$ cat src/rtl/ads131_pkg.sv
// Shared command codes, FSM encodings and input-pin indices for the ADS131 SPI responder.
package ads131_pkg;

  localparam logic [15:0] CMD_NULL   = 16'h0000;
  localparam logic [15:0] CMD_UNLOCK = 16'h0655;
  localparam logic [15:0] CMD_LOCK   = 16'h0555;
  localparam logic [15:0] RESP_READY = 16'hFF04;

  typedef enum logic [1:0] {
    ST_IDLE     = 2'd0,
    ST_SHIFT    = 2'd1,
    ST_COMMIT   = 2'd2,
    ST_RST_HOLD = 2'd3
  } state_e;

  localparam int SIG_SCLK  = 0;
  localparam int SIG_CS    = 1;
  localparam int SIG_MOSI  = 2;
  localparam int SIG_RESET = 3;

  // Idle pin levels: SCLK low, CS high, MOSI low, RESET high.
  localparam logic [3:0] PINS_IDLE = 4'b1010;

endpackage

$ cat src/rtl/spi_input_sync.sv
// Two-flop synchroniser plus previous-value flop per pin; exposes synced level and edge strobes.
module spi_input_sync #(
  parameter int             N       = 4,
  parameter logic [N-1:0]   RST_VAL = '0
) (
  input  logic         system_clock,
  input  logic         reset_n,
  input  logic [N-1:0] async_pins,
  output logic [N-1:0] level,
  output logic [N-1:0] rise,
  output logic [N-1:0] fall
);

  logic [N-1:0] sync_p0;
  logic [N-1:0] sync_p1;
  logic [N-1:0] prev_p2;

  // Reset to idle pin levels so leaving reset never fakes an edge.
  always_ff @(posedge system_clock) begin
    if (!reset_n) begin
      sync_p0 <= RST_VAL;
      sync_p1 <= RST_VAL;
      prev_p2 <= RST_VAL;
    end else begin
      sync_p0 <= async_pins;
      sync_p1 <= sync_p0;
      prev_p2 <= sync_p1;
    end
  end

  assign level = sync_p1;
  assign rise  = sync_p1 & ~prev_p2;
  assign fall  = ~sync_p1 & prev_p2;

endmodule

$ cat src/rtl/ads131_spi_responder.sv
// SPI mode-1 responder emulating the ADS131A0X command/status handshake for loopback of the SPI master.
module ads131_spi_responder
  import ads131_pkg::*;
#(
  parameter int          WORD_BITS   = 32,
  parameter logic [15:0] STATUS_WORD = 16'h2220,
  parameter int          CNT_W       = 6
) (
  input  logic                 system_clock,
  input  logic                 reset_n,
  input  logic                 SPI_SCLK,
  input  logic                 SPI_CS,
  input  logic                 SPI_MOSI,
  input  logic                 SPI_RESET,
  output logic                 SPI_MISO,
  output logic [WORD_BITS-1:0] rx_word,
  output logic                 rx_valid,
  output logic                 rx_error,
  output logic                 unlocked,
  output logic [1:0]           state
);

  localparam logic [CNT_W-1:0] CNT_FULL = CNT_W'(WORD_BITS);
  localparam logic [CNT_W-1:0] CNT_MAX  = CNT_W'(WORD_BITS + 1);

  logic [3:0] pin_lvl, pin_rise, pin_fall;

  spi_input_sync #(
    .N       (4),
    .RST_VAL (PINS_IDLE)
  ) u_sync (
    .system_clock (system_clock),
    .reset_n      (reset_n),
    .async_pins   ({SPI_RESET, SPI_MOSI, SPI_CS, SPI_SCLK}),
    .level        (pin_lvl),
    .rise         (pin_rise),
    .fall         (pin_fall)
  );

  logic sclk_rise, sclk_fall, cs_rise, cs_fall, mosi_lvl, rst_lvl;
  assign sclk_rise = pin_rise[SIG_SCLK];
  assign sclk_fall = pin_fall[SIG_SCLK];
  assign cs_rise   = pin_rise[SIG_CS];
  assign cs_fall   = pin_fall[SIG_CS];
  assign mosi_lvl  = pin_lvl[SIG_MOSI];
  assign rst_lvl   = pin_lvl[SIG_RESET];

  logic sync_unused;
  assign sync_unused = &{1'b0, pin_lvl[SIG_SCLK], pin_lvl[SIG_CS],
                         pin_rise[SIG_MOSI], pin_fall[SIG_MOSI],
                         pin_rise[SIG_RESET], pin_fall[SIG_RESET]};

  state_e               fsm_state;
  logic [WORD_BITS-1:0] tx_sr;
  logic [WORD_BITS-1:0] rx_sr;
  logic [CNT_W-1:0]     bit_cnt;
  logic [15:0]          next_resp;
  logic [15:0]          cmd;

  assign cmd   = rx_sr[WORD_BITS-1 -: 16];
  assign state = fsm_state;

  always_ff @(posedge system_clock) begin
    if (!reset_n) begin
      fsm_state <= ST_IDLE;
      SPI_MISO  <= 1'b0;
      rx_word   <= '0;
      rx_valid  <= 1'b0;
      rx_error  <= 1'b0;
      unlocked  <= 1'b0;
      next_resp <= RESP_READY;
      bit_cnt   <= '0;
      tx_sr     <= '0;
      rx_sr     <= '0;
    end else begin
      rx_valid <= 1'b0;
      rx_error <= 1'b0;
      // ADC reset pin overrides any frame in flight; the frame is dropped without an error strobe.
      if (!rst_lvl) begin
        fsm_state <= ST_RST_HOLD;
        unlocked  <= 1'b0;
        next_resp <= RESP_READY;
        SPI_MISO  <= 1'b0;
      end else begin
        case (fsm_state)
          ST_IDLE: begin
            SPI_MISO <= 1'b0;
            if (cs_fall) begin
              fsm_state <= ST_SHIFT;
              tx_sr     <= {next_resp, {(WORD_BITS-16){1'b0}}};
              rx_sr     <= '0;
              bit_cnt   <= '0;
            end
          end
          ST_SHIFT: begin
            // CS edge wins over a coincident SCLK edge, so a trailing SCLK fall never adds a bit.
            if (cs_rise) begin
              fsm_state <= ST_COMMIT;
            end else if (sclk_rise) begin
              SPI_MISO <= tx_sr[WORD_BITS-1];
              tx_sr    <= {tx_sr[WORD_BITS-2:0], 1'b0};
            end else if (sclk_fall) begin
              rx_sr <= {rx_sr[WORD_BITS-2:0], mosi_lvl};
              if (bit_cnt != CNT_MAX) bit_cnt <= bit_cnt + 1'b1;
            end
          end
          ST_COMMIT: begin
            fsm_state <= ST_IDLE;
            SPI_MISO  <= 1'b0;
            if (bit_cnt == CNT_FULL) begin
              rx_word  <= rx_sr;
              rx_valid <= 1'b1;
              // Response is queued for the next frame, mirroring the device's one-frame latency.
              if (!unlocked) begin
                if (cmd == CMD_UNLOCK) begin
                  unlocked  <= 1'b1;
                  next_resp <= CMD_UNLOCK;
                end else begin
                  next_resp <= RESP_READY;
                end
              end else begin
                case (cmd)
                  CMD_NULL:   next_resp <= STATUS_WORD;
                  CMD_UNLOCK: next_resp <= CMD_UNLOCK;
                  CMD_LOCK: begin
                    unlocked  <= 1'b0;
                    next_resp <= CMD_LOCK;
                  end
                  default:    next_resp <= 16'h0000;
                endcase
              end
            end else begin
              rx_error <= 1'b1;
            end
          end
          ST_RST_HOLD: begin
            SPI_MISO  <= 1'b0;
            fsm_state <= ST_IDLE;
          end
          default: fsm_state <= ST_IDLE;
        endcase
      end
    end
  end

endmodule

$ cat config.mk
export PLATFORM = sky130hd
export DESIGN_NAME = ads131_spi_responder
export DESIGN_NICKNAME = d
export VERILOG_FILES = /design/src/rtl/ads131_pkg.sv /design/src/rtl/spi_input_sync.sv /design/src/rtl/ads131_spi_responder.sv
export SDC_FILE = /design/constraint.sdc
export NUM_CORES = 1
export LEC_CHECK = 0
export CORE_MARGIN = 2
export CORE_UTILIZATION = 48
export DETAILED_ROUTE_END_ITERATION = 8
export DONT_BUFFER_PORTS = 1
export SETUP_SLACK_MARGIN = 0.02
export SYNTH_ARGS = -nofsm -noshare
export SYNTH_HDL_FRONTEND = slang
export SYNTH_SLANG_ARGS = --single-unit
$ cat constraint.sdc
create_clock -name system_clock -period 4.6 [get_ports system_clock]
set_clock_uncertainty 0.05 [all_clocks]
set_input_delay 1.38 -clock system_clock [delete_from_list [all_inputs] [get_ports system_clock]]
set_output_delay 1.38 -clock system_clock [all_outputs]
set_load 0.1 [all_outputs]
# Yosys cells after proc, flatten, opt, wreduce, memory -nomap -nowiden
# Index checks and enable logic that the tools add are counted.
# word_totals
reg_bits	134
input_bits	6
out_inout_bits	38
# classes
add_sub_neg	1
eq_ne	15
n_mux	30
n_bitwise	4
n_reduce_logical	14
# op_table
op	n
2-to-1 mux 32 bit	7
one-hot mux 32 bit (2 select lines)	2
one-hot mux 14 bit (3 select lines)	1
equality test 16 x 11 -> 1 bit, second input constant	2
2-to-1 mux 16 bit	2
2-to-1 mux 6 bit	5
zero test 16 bit	1
inequality test 2 bit, second input constant	6
one-hot mux 6 bit (2 select lines)	1
AND reduction 2 bit	4
2-to-1 mux 1 bit	7
AND reduction 7 bit	1
adder 6 x 1 -> 6 bit, second input constant	1
equality test 6 bit, second input constant	1
2-to-1 mux 2 bit	3
inequality test 3 bit, second input constant	2
inequality test 6 bit, second input constant	1
one-hot mux 2 bit (3 select lines)	1
AND reduction 3 bit	2
AND reduction 6 bit	1
AND reduction 5 bit	1
bitwise AND 2 bit	2
equality test 2 bit, second input constant	2
inverter 2 bit	2
other kinds (6)	6

# Longest topological paths before layout
# depth
depth_word	6
ltp_mapped	9
mapped_depth_nobuf	6

# Modules after synthesis
# Synthesis repeated with hierarchy kept, for this count alone.
# unflattened
cells_unflattened	481
hier_area_um2	4312.9
# by_module_without_submodules
module	instances	cells_per_inst	area_each_um2	seq_area_each_um2
ads131_spi_responder	1	448	3936.3	1981.9
spi_input_sync	1	33	376.6	240.2

# Worst setup path after synthesis
# OpenSTA, ideal clock, no wires.
# synth_path
kind	reg2reg
start	register fsm_state[0] (netlist: state[0])
end	register tx_sr[23]
setup_time_ps	128
arrival_ps	2360
path_slack_ps	2063
stages_incl_launch_ff	9
cell_sequence	dfxtp_1 clkbuf_1 inv_1 a21oi_1 o21a_1 buf_2 buf_2 mux2i_1 nor2_1
# synth_via
elab_chain_cells	3
# synth_rtl
item	line_no	text
start: declaration	ads131_spi_responder.sv:53	state_e fsm_state;
start signal: assignment	ads131_spi_responder.sv:65	fsm_state <= ST_IDLE;
start signal: assignment	ads131_spi_responder.sv:80	fsm_state <= ST_RST_HOLD;
start signal: assignment	ads131_spi_responder.sv:89	fsm_state <= ST_SHIFT;
equality test 2 x 1 -> 1 bit / zero test 2 bit (equally long branches)	ads131_spi_responder.sv:85	case (fsm_state)
inequality test 2 bit (no source line) / nonzero test 2 bit (equally long branches)	n/a	
AND reduction 5 bit (no source line)	n/a	
end signal: assignment	ads131_spi_responder.sv:90	tx_sr <= {next_resp, {(WORD_BITS-16){1'b0}}};
end signal: assignment	ads131_spi_responder.sv:101	tx_sr <= {tx_sr[WORD_BITS-2:0], 1'b0};
end: declaration	ads131_spi_responder.sv:54	logic [WORD_BITS-1:0] tx_sr;
# Parallel ways exist; a longest one is shown, timed or not.
# A chain may end at the register's enable or synchronous reset.

# Worst setup path after layout
# layout_path
start	register fsm_state[1] (netlist: state[1])
end	register rx_word[29]
# layout_via
elab_chain_cells	2
# layout_rtl
item	line_no	text
equality test 2 bit	ads131_spi_responder.sv:85	
AND reduction 3 bit (no source line)	n/a	
end signal: assignment	ads131_spi_responder.sv:111	rx_word <= rx_sr;
end: declaration	ads131_spi_responder.sv:16	output logic [WORD_BITS-1:0] rx_word,
# Every way passes these cells.

==> impl_results.md <==
- Status: finished, final reports clean
- Port bufs: 0
- Layout Area Growth over Synthesis: 6.01%
- Initial antenna violation count: 0
- Final setup TNS: 0 ns
- RSZ-0062 raised after global routing: no
- Asr flop ratio synth: 0
- Core Area: 8300 um2
- Max-Cap Viols: 0
- Setup bufs post-CTS: 0
- Crit path DAT: 3.20 ns
- Nets: 493
- First-pass GRT wire length: 14.4 mm
- CTS clk-pin slew, worst paths: 0.10 ns
- Top post-synthesis cells by area: dfxtp_1 52%, nand2_1 14%, a21oi_1 8.1%
- Resize count post-CTS: 0
- Area fraction of the dominant cell type after synthesis: 0.524
- Pwr/cell area: 376 nW/um2
- Area leader, netlist: dfxtp_1
- Most frequent cells after synthesis: 150 x nand2_1, 109 x dfxtp_1, 67 x a21oi_1
- Synth Area per Inst: 8.31 um2
- Die X: 97.2 um
- Peak supply drop: 207 uV
- Crit share post-route: 0.662
- Mapped Cells: 501
- FILL cells: 828
- Drt drc: 0
- DRT antenna net count: 0
- Most common cell in the netlist: nand2_1
- Worst slew margin: 0.238
- Worst path max stage delay: 1.05 ns
- CP most frequent cell: nand2_1
- Total global-route track usage: 0.183
- Layout cell share with drive strength beyond 1: 0.0511
- CTS sink cnt: 109
- Die Ht: 97.2 um
- Dominant synthesized flop cell: dfxtp_1
- Rows: 33
- Cells along the critical path: nor2b_1 > and3_1 > nand2_1 > nand2_1 > a21oi_1
- Worst slew pin tran: 1.14 ns
- P_leak: 1.48 nW
- Post-synth cell types: 42
- Hold Fails Final Rpt: 0
- Flops & latches, synth: 109
- CTS root buffer: clkbuf_8
- I/O Pins: 44
- Dpl ws: 1.48 ns
- Largest net degree at the start of global routing: 37
- Detail Placement HPWL: 5.51 mm
- YS warnings: 0
- Router iterations before antenna repair: 5
- Crit Path Category: reg2reg
- Syn nets: 510
- Total Wirelength: 8.34 mm
- WP data required: 4.75 ns
- Fin worst setup slack: 1.55 ns
- Fin Hold WS: 0.369 ns
- Crit-path slowest cell: dfxtp_1
- CTS Hold Bufs: 0
- Mapped cell area: 4170 um2
- ANT cells: 0
- Final Wtd Congestion: 0.822
- Kind of cell adding the most delay to the critical path: simple AND/OR/NAND/NOR gates
- Sequential share of the synthesized area: 0.524
- Htree depth: 3
- Vias in the first global route: 3032
- WP buf/inv: 0
- Worst setup EP type: register
- Initial Utilization: 0.502
- Gr ovfl total: 0
- Clock Latency Late Sink: 0.36 ns
- CTS Buf Count: 9
- Final min period: 3.05 ns
- CP Launch Type: register
- Final Slew Violations: 0
- Worst Hold Class: reg2reg
- Peak Freq: 328 MHz
- CTS tree: yes
- Post-DR wirelength/cell: 14.0 um
- Vias per cell: 5.31
- Starting DRT DRC Count: 123
- Die ar.: 9440 um2
- Number of flops mapped to enable cells by yosys: 0
- Total vias in the final route: 3154
- Final setup viols: 0
- Clock buffer depth: 2
- Max Fanout on Critical Path: 32
==> worst register-to-register path, cell delays in order, from the launching register on <==
cell and delay, ns:
dfxtp_1 1.05, nor2b_1 0.33, and3_1 0.41, nand2_1 0.71, nand2_1 0.26, a21oi_1 0.09
==> worst paths after layout <==
check                     from         endpoint  slack, ns  cells past startpoint
max                   state[1]      rx_word[29]       1.55                      5
min          u_sync.sync_p0[3]  u_sync.level[3]       0.37                      1
max reg2reg           state[1]      rx_word[29]       1.55                      5
min reg2reg  u_sync.sync_p0[3]  u_sync.level[3]       0.37                      1
==> flip-flops by register name, indices dropped and copies added, names as in the netlist <==
register        flops
rx_sr              32
bit_cnt             6
state               2
rx_error            1
rx_valid            1
unlocked            1
u_sync.sync_p0      4
u_sync.prev_p2      2
rx_word            32
next_resp           7
u_sync.level        4
SPI_MISO            1
tx_sr              16
==> metrics by stage <==
stage / instance area, um2 / utilization / instances / total power [mW]
after global routing: 4420 / 0.532 / 594 / 1.72
after global placement: 4210 / 0.507 / 578 / 1.08
after floorplan: 4170 / - / 501 / 1.07
after CTS: 4420 / 0.532 / 594 / 1.68
after detailed placement: 4210 / 0.507 / 578 / 1.08
final: 4420 / 0.532 / 594 / 1.66
==> cell families after synthesis <==
kind of cell	share of synthesized area
AND/OR/NAND/NOR	0.247
AO/OA/AOI/OAI	0.165
buffers and inverters	0.0394
XOR/XNOR	0.00421
multiplexers	0.0120
flip-flops	0.524
adder cells (fa/ha/maj)	0.00901
==> cells in the final DEF, fill, tap and decap left out, types with 7 or more instances in the layout <==
master,Yosys,final
nand2_1,150,150
dfxtp_1,109,109
a21oi_1,67,67
a21boi_0,18,18
and2_1,15,15
nor2_1,15,15
nand2b_1,11,11
nand3_1,10,10
clkbuf_8,0,10
inv_1,7,7
==> area by class of cell <==
type,instances,area [um2],area share
multi-input combinational,352,1830,0.415
clock inverter,5,63.8,0.0145
timing repair buffer,5,37.5,0.00850
sequential,109,2180,0.494
tap,105,131,0.0298
inverter,7,26.3,0.00595
clock buffer,11,141,0.0320
==> where the power goes <==
part,switching (mW),internal (mW)
Clock,0.327,0.273
Sequential,0.0111,0.958
Combinational,0.0640,0.0258
Total,0.402,1.26
==> routing by layer <==
| layer | global-route usage | share of wire | up-vias |
|---|---|---|---|
| met2 | 0.303 | 0.48 | 40 |
| li1 | - | - | 1641 |
| met3 | 0.0518 | 0.036 | 4 |
| met1 | 0.233 | 0.48 | 1469 |
| met5 | 0 | 0 | - |
| met4 | 0.0563 | 0.0067 | 0 |
Power figures use the tool's default switching activity.
